## src/rtl/fibo_scroll_ctrl.sv

```systemverilog
// fibo_scroll_ctrl: fills an external SRAM with a Fibonacci table, then
// periodically reads one table line and publishes it as a two-line
// scrolling display update. A button press reverses the scroll direction.
module fibo_scroll_ctrl #(
  parameter int N_ENTRIES = 25,  // table entries, 2..32
  parameter int DATA_W    = 16,  // stored value width
  parameter int TICK_BITS = 25   // display update period is 2^TICK_BITS cycles (>= 3)
) (
  input  logic              clk,
  input  logic              reset,
  input  logic              btn_pressed,
  output logic              sram_en,
  output logic              sram_we,
  output logic [4:0]        sram_addr,
  output logic [DATA_W-1:0] sram_wdata,
  input  logic [DATA_W-1:0] sram_rdata,
  output logic              fill_done,
  output logic              scroll_dir,
  output logic              upd_valid,
  output logic              upd_dir,
  output logic [4:0]        upd_index,
  output logic [DATA_W-1:0] upd_value
);

  localparam logic [4:0] LAST_ADDR = 5'(N_ENTRIES - 1);
  localparam logic [5:0] FILL_END  = 6'(N_ENTRIES);

  typedef enum logic [1:0] {
    S_FILL    = 2'd0,
    S_IDLE    = 2'd1,
    S_READ    = 2'd2,
    S_CAPTURE = 2'd3
  } state_t;

  state_t r_state;
  state_t w_state_next;

  // Registered outputs and their next values
  logic              r_sram_en,    w_sram_en_next;
  logic              r_sram_we,    w_sram_we_next;
  logic [4:0]        r_sram_addr,  w_sram_addr_next;
  logic [DATA_W-1:0] r_sram_wdata, w_sram_wdata_next;
  logic              r_fill_done,  w_fill_done_next;
  logic              r_upd_valid,  w_upd_valid_next;
  logic              r_upd_dir,    w_upd_dir_next;
  logic [4:0]        r_upd_index,  w_upd_index_next;
  logic [DATA_W-1:0] r_upd_value,  w_upd_value_next;

  // Internal datapath state
  logic [5:0]        r_fill_cnt,   w_fill_cnt_next;
  logic [DATA_W-1:0] r_fib_a,      w_fib_a_next;   // value written two steps ago
  logic [DATA_W-1:0] r_fib_b,      w_fib_b_next;   // value written one step ago
  logic [4:0]        r_top,        w_top_next;     // address of the upper display line
  logic              r_rd_dir,     w_rd_dir_next;  // direction latched with the read
  logic              r_scroll_dir;
  logic [TICK_BITS-1:0] r_tick_cnt;
  logic              r_tick;

  // Combinational helpers
  logic [DATA_W-1:0] w_fib_wdata;
  logic [4:0]        w_top_inc;
  logic [4:0]        w_lower_inc;
  logic [4:0]        w_top_dec;
  logic [4:0]        w_rd_addr;
  logic [4:0]        w_top_step;

  // First two entries are seeds; the rest are the running sum (wraps at DATA_W)
  assign w_fib_wdata = (r_fill_cnt == 6'd0) ? '0 :
                       (r_fill_cnt == 6'd1) ? DATA_W'(1) :
                       r_fib_a + r_fib_b;

  // Modulo-N neighbours of the window; N need not be a power of two
  assign w_top_inc   = (r_top == LAST_ADDR) ? 5'd0 : r_top + 5'd1;
  assign w_lower_inc = (w_top_inc == LAST_ADDR) ? 5'd0 : w_top_inc + 5'd1;
  assign w_top_dec   = (r_top == 5'd0) ? LAST_ADDR : r_top - 5'd1;

  // Scrolling up fetches the line just below the window, scrolling down
  // fetches the line just above it; either way the window slides one step.
  assign w_rd_addr  = r_scroll_dir ? w_top_dec : w_lower_inc;
  assign w_top_step = r_scroll_dir ? w_top_dec : w_top_inc;

  // Tick timebase: free-running once the table is full. The tick is
  // registered so the FSM sees a clean one-cycle pulse.
  always_ff @(posedge clk) begin
    if (reset) begin
      r_tick_cnt <= '0;
      r_tick     <= 1'b0;
    end else begin
      if (r_fill_done) begin
        r_tick_cnt <= r_tick_cnt + 1'b1;
      end
      r_tick <= (r_tick_cnt == {TICK_BITS{1'b1}});
    end
  end

  // Scroll direction toggles on every press, independent of FSM state
  always_ff @(posedge clk) begin
    if (reset) begin
      r_scroll_dir <= 1'b0;
    end else if (btn_pressed) begin
      r_scroll_dir <= ~r_scroll_dir;
    end
  end

  // FSM state register
  always_ff @(posedge clk) begin
    if (reset) begin
      r_state <= S_FILL;
    end else begin
      r_state <= w_state_next;
    end
  end

  // FSM next-state logic
  always_comb begin
    w_state_next = r_state;
    case (r_state)
      S_FILL:    if (r_fill_cnt == FILL_END) w_state_next = S_IDLE;
      S_IDLE:    if (r_tick) w_state_next = S_READ;
      S_READ:    w_state_next = S_CAPTURE;
      S_CAPTURE: w_state_next = S_IDLE;
      default:   w_state_next = S_FILL;
    endcase
  end

  // FSM output logic: next values for SRAM port, window and update registers
  always_comb begin
    w_sram_en_next    = 1'b0;
    w_sram_we_next    = 1'b0;
    w_sram_addr_next  = r_sram_addr;
    w_sram_wdata_next = r_sram_wdata;
    w_fill_done_next  = r_fill_done;
    w_fill_cnt_next   = r_fill_cnt;
    w_fib_a_next      = r_fib_a;
    w_fib_b_next      = r_fib_b;
    w_top_next        = r_top;
    w_rd_dir_next     = r_rd_dir;
    w_upd_valid_next  = 1'b0;
    w_upd_dir_next    = r_upd_dir;
    w_upd_index_next  = r_upd_index;
    w_upd_value_next  = r_upd_value;
    case (r_state)
      S_FILL: begin
        if (r_fill_cnt != FILL_END) begin
          w_sram_en_next    = 1'b1;
          w_sram_we_next    = 1'b1;
          w_sram_addr_next  = r_fill_cnt[4:0];
          w_sram_wdata_next = w_fib_wdata;
          w_fib_a_next      = r_fib_b;
          w_fib_b_next      = w_fib_wdata;
          w_fill_cnt_next   = r_fill_cnt + 6'd1;
        end else begin
          w_fill_done_next  = 1'b1;
        end
      end
      S_IDLE: begin
        if (r_tick) begin
          // Direction is sampled here, before any same-cycle toggle lands
          w_sram_en_next   = 1'b1;
          w_sram_we_next   = 1'b0;
          w_sram_addr_next = w_rd_addr;
          w_top_next       = w_top_step;
          w_rd_dir_next    = r_scroll_dir;
        end
      end
      S_READ: begin
        // Read is on the bus this cycle; data returns next cycle
      end
      S_CAPTURE: begin
        w_upd_valid_next = 1'b1;
        w_upd_dir_next   = r_rd_dir;
        w_upd_index_next = r_sram_addr + 5'd1;
        w_upd_value_next = sram_rdata;
      end
      default: begin
      end
    endcase
  end

  // Register bank for everything the output logic computes
  always_ff @(posedge clk) begin
    if (reset) begin
      r_sram_en    <= 1'b0;
      r_sram_we    <= 1'b0;
      r_sram_addr  <= '0;
      r_sram_wdata <= '0;
      r_fill_done  <= 1'b0;
      r_fill_cnt   <= '0;
      r_fib_a      <= '0;
      r_fib_b      <= '0;
      r_top        <= '0;
      r_rd_dir     <= 1'b0;
      r_upd_valid  <= 1'b0;
      r_upd_dir    <= 1'b0;
      r_upd_index  <= '0;
      r_upd_value  <= '0;
    end else begin
      r_sram_en    <= w_sram_en_next;
      r_sram_we    <= w_sram_we_next;
      r_sram_addr  <= w_sram_addr_next;
      r_sram_wdata <= w_sram_wdata_next;
      r_fill_done  <= w_fill_done_next;
      r_fill_cnt   <= w_fill_cnt_next;
      r_fib_a      <= w_fib_a_next;
      r_fib_b      <= w_fib_b_next;
      r_top        <= w_top_next;
      r_rd_dir     <= w_rd_dir_next;
      r_upd_valid  <= w_upd_valid_next;
      r_upd_dir    <= w_upd_dir_next;
      r_upd_index  <= w_upd_index_next;
      r_upd_value  <= w_upd_value_next;
    end
  end

  assign sram_en    = r_sram_en;
  assign sram_we    = r_sram_we;
  assign sram_addr  = r_sram_addr;
  assign sram_wdata = r_sram_wdata;
  assign fill_done  = r_fill_done;
  assign scroll_dir = r_scroll_dir;
  assign upd_valid  = r_upd_valid;
  assign upd_dir    = r_upd_dir;
  assign upd_index  = r_upd_index;
  assign upd_value  = r_upd_value;

endmodule

```

## config.mk

```make
export PLATFORM = sky130hd
export DESIGN_NAME = fibo_scroll_ctrl
export DESIGN_NICKNAME = d
export VERILOG_FILES = /design/src/rtl/fibo_scroll_ctrl.sv
export SDC_FILE = /design/constraint.sdc
export NUM_CORES = 1
export LEC_CHECK = 0
export CAP_MARGIN = 10
export CORE_MARGIN = 2
export CORE_UTILIZATION = 55
export CTS_CLUSTER_SIZE = 12
export DETAILED_ROUTE_END_ITERATION = 7
export MAX_ROUTING_LAYER = met4
export PLACE_DENSITY = 0.9
export SYNTH_ARGS = -nofsm -noshare
export SYNTH_HDL_FRONTEND = slang
export SYNTH_SLANG_ARGS = --single-unit
```

## constraint.sdc

```tcl
create_clock -name clk -period 2.9 [get_ports clk]
set_input_delay 0.29 -clock clk [delete_from_list [all_inputs] [get_ports clk]]
set_output_delay 0.29 -clock clk [all_outputs]
set_load 0.05 [all_outputs]
```

# ---- After elaboration in Yosys (flattened, before gate mapping)
# Cells that the tools add are included.
dict set report word_totals {
  ff_bits 104
  inputBits 19
  out_inout_bits 48
  word_cells 66
}
dict set report classes {
  n_addsub 7
  eq_ne 12
  n_mux 17
  n_bitwise 3
  reduce_logical 10
}
# op count
set op_table {}
lappend op_table {{$mux 5} 7}
lappend op_table {{$mux 16} 2}
lappend op_table {{$add 25x1->25 const B} 1}
lappend op_table {{$eq 25x25->1 const B} 1}
lappend op_table {{$add 16x16->16} 1}
lappend op_table {{$add 5x1->5 const B} 3}
lappend op_table {{$eq 5x5->1 const B} 2}
lappend op_table {{$pmux 5 s2} 1}
lappend op_table {{$pmux 2 s4} 1}
lappend op_table {{$reduce_and 2->1} 4}
lappend op_table {{$add 6x1->6 const B} 1}
lappend op_table {{$eq 6x1->1 const B} 1}
lappend op_table {{$eq 6x5->1 const B} 1}
lappend op_table {{$logic_not 6->1} 1}
lappend op_table {{$ne 2x2->1 const B} 3}
lappend op_table {{$ne 6x5->1 const B} 1}
lappend op_table {{$logic_not 5->1} 1}
lappend op_table {{$sub 5x1->5 const B} 1}
lappend op_table {{$eq 2x2->1 const B} 2}
lappend op_table {{$mux 2} 2}
lappend op_table {{$mux 1} 3}
lappend op_table {{$not 1->1} 3}
lappend op_table {{$reduce_and 3->1} 1}
lappend op_table {{$eq 2x1->1 const B} 1}
lappend op_table {{4 further kinds} 4}

# ---- Logic depth before layout (Yosys ltp)
# Gate-level depths: netlist (run 1).
dict set report logic_depth {
  word_depth 7
  mapped_depth 10
  depth_no_buf 10
}

# ---- Least setup slack after synthesis (run 1)
# Ideal clock, no wire load.
dict set report synth_timing {
  path_kind {reg2reg}
  from {reg r_fib_b[2]}
  to {reg r_fib_b[14]}
  setup_time_ns 0.117
  t_arrival_ns 2.356
  required_ns 2.783
  slack_ns 0.427
  stages_incl_launch_ff 9
  path_buffers 0
  synth_period_minus_slack_ns 2.473
  path_cell_list {dfxtp_1 -> ha_1 -> nor2b_1 -> o31a_1 -> o31a_1 -> a211o_1 -> a31oi_2 -> xnor2_1 -> a22o_1}
}
dict set report synth_between {
  elab_chain_len 3
}
# item line
set synth_lines {}
lappend synth_lines {{from (decl)} 52} ;# logic [DATA_W-1:0] r_fib_b, w_fib_b_next;
lappend synth_lines {{from (signal assigned)} 205} ;# r_fib_b <= w_fib_b_next;
lappend synth_lines {{$add 16x16->16} 70} ;# r_fib_a + r_fib_b;
lappend synth_lines {{$mux 16} 69} ;# (r_fill_cnt == 6'd1) ? DATA_W'(1) :
lappend synth_lines {{$mux 16} 68} ;# assign w_fib_wdata = (r_fill_cnt == 6'd0) ? '0 :
# No other way between the ends.
# A chain may end at the register's enable or synchronous reset.

# ---- Final worst setup path (run 1)
dict set report layout_timing {
  from {reg r_top[0]}
  to {reg r_sram_addr[3], in the netlist sram_addr[3]}
}
dict set report layout_between {
  elab_chain_len 7
  word_cells_on_any_way 12
  cone_classes {3 x add/sub; 2 x eq/ne; 6 x mux; 1 x reduce/logical}
}
# item line
set layout_lines {}
lappend layout_lines {{from (decl)} 53} ;# logic [4:0] r_top, w_top_next;
lappend layout_lines {{from (signal assigned)} 206} ;# r_top <= w_top_next;
lappend layout_lines {{$add 5x1->5 / $eq 5x5->1 (equally long branches)} 73} ;# assign w_top_inc = (r_top == LAST_ADDR) ? 5'd0 : r_top + 5'd1;
lappend layout_lines {{$mux 5} 73}
lappend layout_lines {{$add 5x1->5 / $eq 5x5->1 (equally long branches)} 74} ;# assign w_lower_inc = (w_top_inc == LAST_ADDR) ? 5'd0 : w_top_inc + 5'd1;
lappend layout_lines {{$mux 5} 74}
lappend layout_lines {{$mux 5 (*)} 79} ;# assign w_rd_addr = r_scroll_dir ? w_top_dec : w_lower_inc;
lappend layout_lines {{$mux 5 (*)} 157} ;# if (r_tick) begin
lappend layout_lines {{$pmux 5 s2 (*)} 142} ;# case (r_state)
lappend layout_lines {{to (signal assigned)} 200} ;# r_sram_addr <= w_sram_addr_next;
lappend layout_lines {{to (decl)} 41} ;# logic [4:0] r_sram_addr, w_sram_addr_next;
# Every way passes the cells marked *; elsewhere a longest branch is shown, timed or not. The select of a mux whose other input is x is not followed.

==> flow_summary.json, run 1 <==
{
  "synth_compound_area_share_pct": 17.6,
  "status": "finished, final reports clean",
  "clock_skew_ps": 11.1,
  "yosys.cell_types.count": 52,
  "postSynthAreaPerCell_sq_um": 8.56,
  "hold_path.class": "input port to register",
  "synthAdderAreaFrac_pct": 7.32,
  "place_worst_setup_slack_ps": 538,
  "synthTopCellsByArea": "dfxtp_1, ha_1, nor2_1, a21oi_1, nand2_1",
  "ys.flop_type": "dfxtp_1",
  "timing.fmax_mhz": 411,
  "r2r-start": "r_top[0]",
  "synth_top_area_share_pct": 41.2,
  "io_buffers": 66,
  "cap_violations": 0,
  "cts_buffer_depth": 2,
  "grt_pass1_vias": 4114,
  "diodes": 0,
  "synth-async-reset-ratio_pct": 0,
  "hold_start": "reset",
  "finalWorstSetupSlack_ps": 469,
  "maxSlewViolCount": 0,
  "cts_tree": "built",
  "syn_area_sq_um": 5060,
  "r2r-end": "sram_addr[3]",
  "nets": 696,
  "cts_resized": 0,
  "dpl_cell_area_sq_um": 5770,
  "startpoint_type": "register",
  "grt_pass1_wl_um": 18900,
  "finalHoldViolCount": 0,
  "yosys.area.top_type": "dfxtp_1",
  "final_util_pct": 67.7,
  "finalSetupViolCount": 0,
  "cts-root-buf": "clkbuf_8",
  "synth_cells": 591,
  "peakVddDrop_uv": 361,
  "synth_warnings": 0,
  "cp.required_ps": 3130,
  "power.density_nw_per_um2": 537,
  "die_area_sq_um": 9980,
  "dieHeight_um": 99.9,
  "synth_seq_cells": 104,
  "tns_ps": 0,
  "hold_ws_ps": 411,
  "synth_top_family_by_area": "simple AND/OR/NAND/NOR gates",
  "post_layout_nonfiller_instances": 761,
  "power_mw": 3.20,
  "fin_area_sq_um": 5960,
  "initial_core_util_pct": 57.4,
  "period_minus_slack_ps": 2430,
  "vias_per_cell": 5.70,
  "rows": 34,
  "antenna_found_initial": 0,
  "synthXorXnorAreaFrac_pct": 7.27,
  "place_hpwl_um": 8100,
  "rsz0062_at_grt": "false",
  "synthSimpleGateAreaFrac_pct": 18.6,
  "area_delta_synth_final_pct": 17.8,
  "crit_arrival_ps": 2660,
  "drc": 0,
  "firstDrtPassIters": 6,
  "drive_gt1_share_pct": 4.59,
  "ff2ff_path_depth": 8,
  "cts.sinks": 104,
  "h-tree-depth": 3,
  "insertion_delay_ps": 370,
  "post-route-period-util_pct": 83.8,
  "synth_seq_area_share_pct": 41.2,
  "nFillCells": 726,
  "drtIter0Drc": 208,
  "wl_um": 11300,
  "syn_nets": 639,
  "grt_max_degree": 44,
  "ff2ff_setup_slack_ps": 470,
  "tightest_slew_ps": 869,
  "place_inst": 745,
  "coreArea_sq_um": 8810,
  "synthMuxAreaShare_pct": 4.16,
  "leakage_nw": 2.16,
  "dr_total_vias": 4336,
  "cts_made_buffers": 9,
  "hold_end": "sram_we",
  "critPathMaxFanout": 7,
  "gr-total-overflow": 0,
  "clkTransAtPathRegs_ps": 100,
  "wire_per_inst_um": 14.8,
  "hold-path-cell-count": 2,
  "worst-setup-path-type": "register to register",
  "cts_hold_buf": 0,
  "place_congestion": 0.936,
  "grt_usage_pct": 23.6,
  "endpoint_kind": "register",
  "synth_edf_count": 0,
  "ant_nets": 0,
  "die_w_um": 99.9,
  "slew_headroom_pct": 41.6,
  "cts_setup_buffers": 0,
  "ios": 67
}
power breakdown:
group | switching, mW | leakage [nW] | internal [mW]
Clock | 0.528 | 0.0938 | 0.332
Sequential | 0.0759 | 0.840 | 1.49
Combinational | 0.515 | 1.23 | 0.258
cells in the final DEF, fill, tap and decap left out, drive strengths merged, types with 20 or more instances in the layout:
cell / instances
dfxtp: 104
nor2: 82
nand2: 68
clkdlybuf4s50: 65
a21oi: 55
ha: 28
o21ai: 24
inv: 23
xor2: 22
mux2i: 21
xnor2: 20
per-layer routing:
layer | vias to the layer above | share of wire (%) | GRT usage [%]
met5 | - | 0 | -
met4 | 0 | 0.76 | 7.69
met3 | 12 | 4.0 | 4.39
met2 | 98 | 52 | 39.9
met1 | 2055 | 44 | 28.5
li1 | 2171 | - | -
cells by family after synthesis:
family | after synthesis
AO/OA/AOI/OAI | 140
XOR/XNOR | 42
adder cells (fa/ha/maj) | 29
buffers and inverters | 46
flip-flops | 104
multiplexers | 21
AND/OR/NAND/NOR | 209
sequential cells by signal (all words and copies together), names as in the netlist:
register	count
upd_valid	1
upd_dir	1
sram_addr	5
r_tick	1
r_top	5
fill_done	1
r_fib_b	16
r_tick_cnt	25
upd_index	5
r_state	2
r_fill_cnt	6
sram_we	1
sram_en	1
upd_value	16
scroll_dir	1
r_rd_dir	1
r_fib_a	16
cell usage after synthesis (all sizes together) (9+ instances only):
cell    number
dfxtp      104
nor2        82
nand2       68
a21oi       55
ha          28
o21ai       24
xor2        22
mux2i       21
inv         20
xnor2       20
clkbuf      18
a211oi      12
nand3       12
nand4       12
or3          9
how the worst max path moves through the flow:
| stage | start | end | slack, ps | cells past startpoint |
|---|---|---|---|---|
| CTS | r_state[1] | sram_addr[3] | 490 | 7 |
| finish | r_top[0] | sram_addr[3] | 470 | 8 |
| global placement | r_fib_b[0] | r_fib_b[14] | 650 | 10 |
| floorplan | r_fib_b[2] | r_fib_b[14] | 430 | 8 |
| detailed placement | r_top[0] | sram_addr[3] | 540 | 8 |
| global route | r_state[1] | sram_addr[4] | 250 | 7 |
cell type report:
type	count	area (sq um)	share of cell area, %
multi-input combinational	441	2780	46.6
sequential	104	2080	34.9
timing repair buffer	72	701	11.8
tap	108	135	2.27
clock buffer	9	124	2.08
inverter	20	75.1	1.26
clock inverter	7	65.1	1.09
critical path: stages, from the launching register on:
cell and delay (ps):
dfxtp_1 390, inv_1 200, ha_1 260, nand2_1 90, o21ai_0 220, mux2i_1 150, a41oi_1 380, a311oi_1 180
a2111oi_0 430
(Power assumes the default switching activity.)
==> run 2: changes to the inputs <==
--- a/config.mk
+++ b/config.mk
@@ -7,11 +7,11 @@
 export LEC_CHECK = 0
 export CAP_MARGIN = 10
 export CORE_MARGIN = 2
-export CORE_UTILIZATION = 55
+export CORE_UTILIZATION = 50
 export CTS_CLUSTER_SIZE = 12
 export DETAILED_ROUTE_END_ITERATION = 7
 export MAX_ROUTING_LAYER = met4
-export PLACE_DENSITY = 0.9
+export PLACE_DENSITY = 0.86
 export SYNTH_ARGS = -nofsm -noshare
 export SYNTH_HDL_FRONTEND = slang
 export SYNTH_SLANG_ARGS = --single-unit
==> constraint.sdc (replaced) <==
create_clock -name clk -period 2 [get_ports clk]
set_input_delay 0.2 -clock clk [delete_from_list [all_inputs] [get_ports clk]]
set_output_delay 0.2 -clock clk [all_outputs]
set_load 0.05 [all_outputs]
==> run 2 against run 1 <==
First-iteration DRC count up 24%. Maximum frequency up 8.8%. Sequential share of layout area down 3.1 points. Critical path depth up 2. Clock power up 57%. Critical path type unchanged. Combinational power up 69%. Power up 54%. Global-route usage up 0.16 points. The flow now finishes with violations (setup timing).
==> flow_summary.json, run 2 (same netlist as run 1, synthesis figures left out) <==
{
  "endpoint_kind": "register",
  "cts_tree": "built",
  "leakage_nw": 2.46,
  "dieHeight_um": 105,
  "startpoint_type": "register",
  "cts_made_buffers": 9,
  "largest_register_ffs": 25,
  "layout_commonest_cell": "nor2_1",
  "antenna_found_initial": 0,
  "grt_pass1_vias": 4610,
  "regMostFlops": "r_tick_cnt",
  "power.density_nw_per_um2": 742,
  "cts.sinks": 104,
  "place_worst_setup_slack_ps": -174,
  "cp.required_ps": 2280,
  "cts_buffer_depth": 2,
  "final_cell_mix": "nor2_1, dfxtp_1, nand2_1",
  "initial_core_util_pct": 51.5,
  "diodes": 0,
  "firstDrtPassIters": 5,
  "critPathMaxFanout": 3,
  "rows": 36,
  "place_hpwl_um": 8650,
  "power_mw": 4.93,
  "nets": 743,
  "period_minus_slack_ps": 2230,
  "drc": 0,
  "post-route-period-util_pct": 112,
  "coreArea_sq_um": 9820,
  "die_w_um": 105,
  "wl_um": 13100,
  "area_delta_synth_final_pct": 31.4,
  "slew_headroom_pct": 64.1,
  "worst-setup-path-type": "register to register",
  "nFillCells": 749,
  "dr_total_vias": 4710,
  "vias_per_cell": 5.65,
  "finalHoldViolCount": 0,
  "drtIter0Drc": 257,
  "drive_gt1_share_pct": 19.3,
  "maxSlewViolCount": 0,
  "crit_arrival_ps": 2510,
  "wire_per_inst_um": 15.7,
  "ant_nets": 0,
  "grt_usage_pct": 23.7,
  "h-tree-depth": 3,
  "clkTransAtPathRegs_ps": 100,
  "cts-root-buf": "clkbuf_8",
  "cap_violations": 0,
  "violations": "setup timing",
  "finalSetupViolCount": 7,
  "finalWorstSetupSlack_ps": -235,
  "die_area_sq_um": 10900,
  "tightest_slew_ps": 537,
  "cts_hold_buf": 0,
  "clock_skew_ps": 10.1,
  "insertion_delay_ps": 390,
  "place_congestion": 0.873,
  "grt_pass1_wl_um": 20800,
  "rsz0062_at_grt": "true",
  "grt_max_degree": 50,
  "peakVddDrop_uv": 555,
  "status": "complete, but fails checks",
  "ios": 67,
  "timing.fmax_mhz": 447,
  "io_buffers": 66,
  "hold_path.class": "input port to register",
  "gr-total-overflow": 0
}
[run 2: cell types whose count changed in the layout (fill, tap and decap cells not counted), moves of 4 or more]
cell	previous run	this run
buf_4	6	49
dfxtp_1	104	81
dfxtp_2	0	20
ha_1	28	18
ha_4	0	6
ha_2	0	4
[run 2: area by class of cell]
class	count	area [sq um]	share of cell area [%]
Inverter	20	75.1	1.13
Clock buffer	12	145	2.18
Clock inverter	4	52.6	0.791
Sequential cell	104	2120	31.9
Multi-Input combinational cell	441	3010	45.3
Tap cell	133	166	2.50
Timing Repair Buffer	119	1080	16.2
[run 2: stage by stage]
stage,utilization (%),std cells,setup TNS (ps),area (sq um),hold slack [ps]
6_report,67.7,833,-754,6650,193
5_1_grt,67.7,833,-1400,6650,208
4_1_cts,66.1,829,-648,6490,166
3_5_place_dp,62.8,808,-669,6160,441
3_3_place_gp,62.8,808,-295,6160,432
2_1_floorplan,-,591,-374,5120,337
[run 2: routing by layer]
metal	vias to the layer above	wire, um	global-route usage [%]	share of wire, %
met5	-	0	-	0
met4	0	229	8.86	1.7
met3	28	563	5.05	4.3
met2	134	7060	42.9	54
met1	2272	5250	25.5	40
li1	2276	-	-	-
[run 2: worst paths after layout]
check	to	start	cells past startpoint	slack [ps]
max	r_fib_b[14]	r_fib_b[0]	10	-230
min	r_fill_cnt[2]	reset	2	190
max reg2reg	r_fib_b[14]	r_fib_b[0]	10	-230
min reg2reg	r_tick	r_tick_cnt[24]	2	450
[run 2: repair_timing]
action	CTS	global route
pin swaps	15	27
buffers inserted	5	5
resized for setup	20	33
endpoints found under the setup margin	11	14
[run 2: power by group]
part           switching (mW)  internal [mW]  total (mW)
combinational           0.807          0.501        1.31
sequential              0.115           2.16        2.28
clock                   0.729          0.617        1.35
total                    1.65           3.28        4.93
[run 2: worst max-delay path, cell delays in order, from the launching register on]
cell	delay, ps
dfxtp_4	360
ha_4	150
inv_2	50
fa_2	200
nor2b_2	50
o31a_1	250
o31a_1	310
a211o_1	290
a31oi_2	180
xnor2_1	90
a22o_1	200
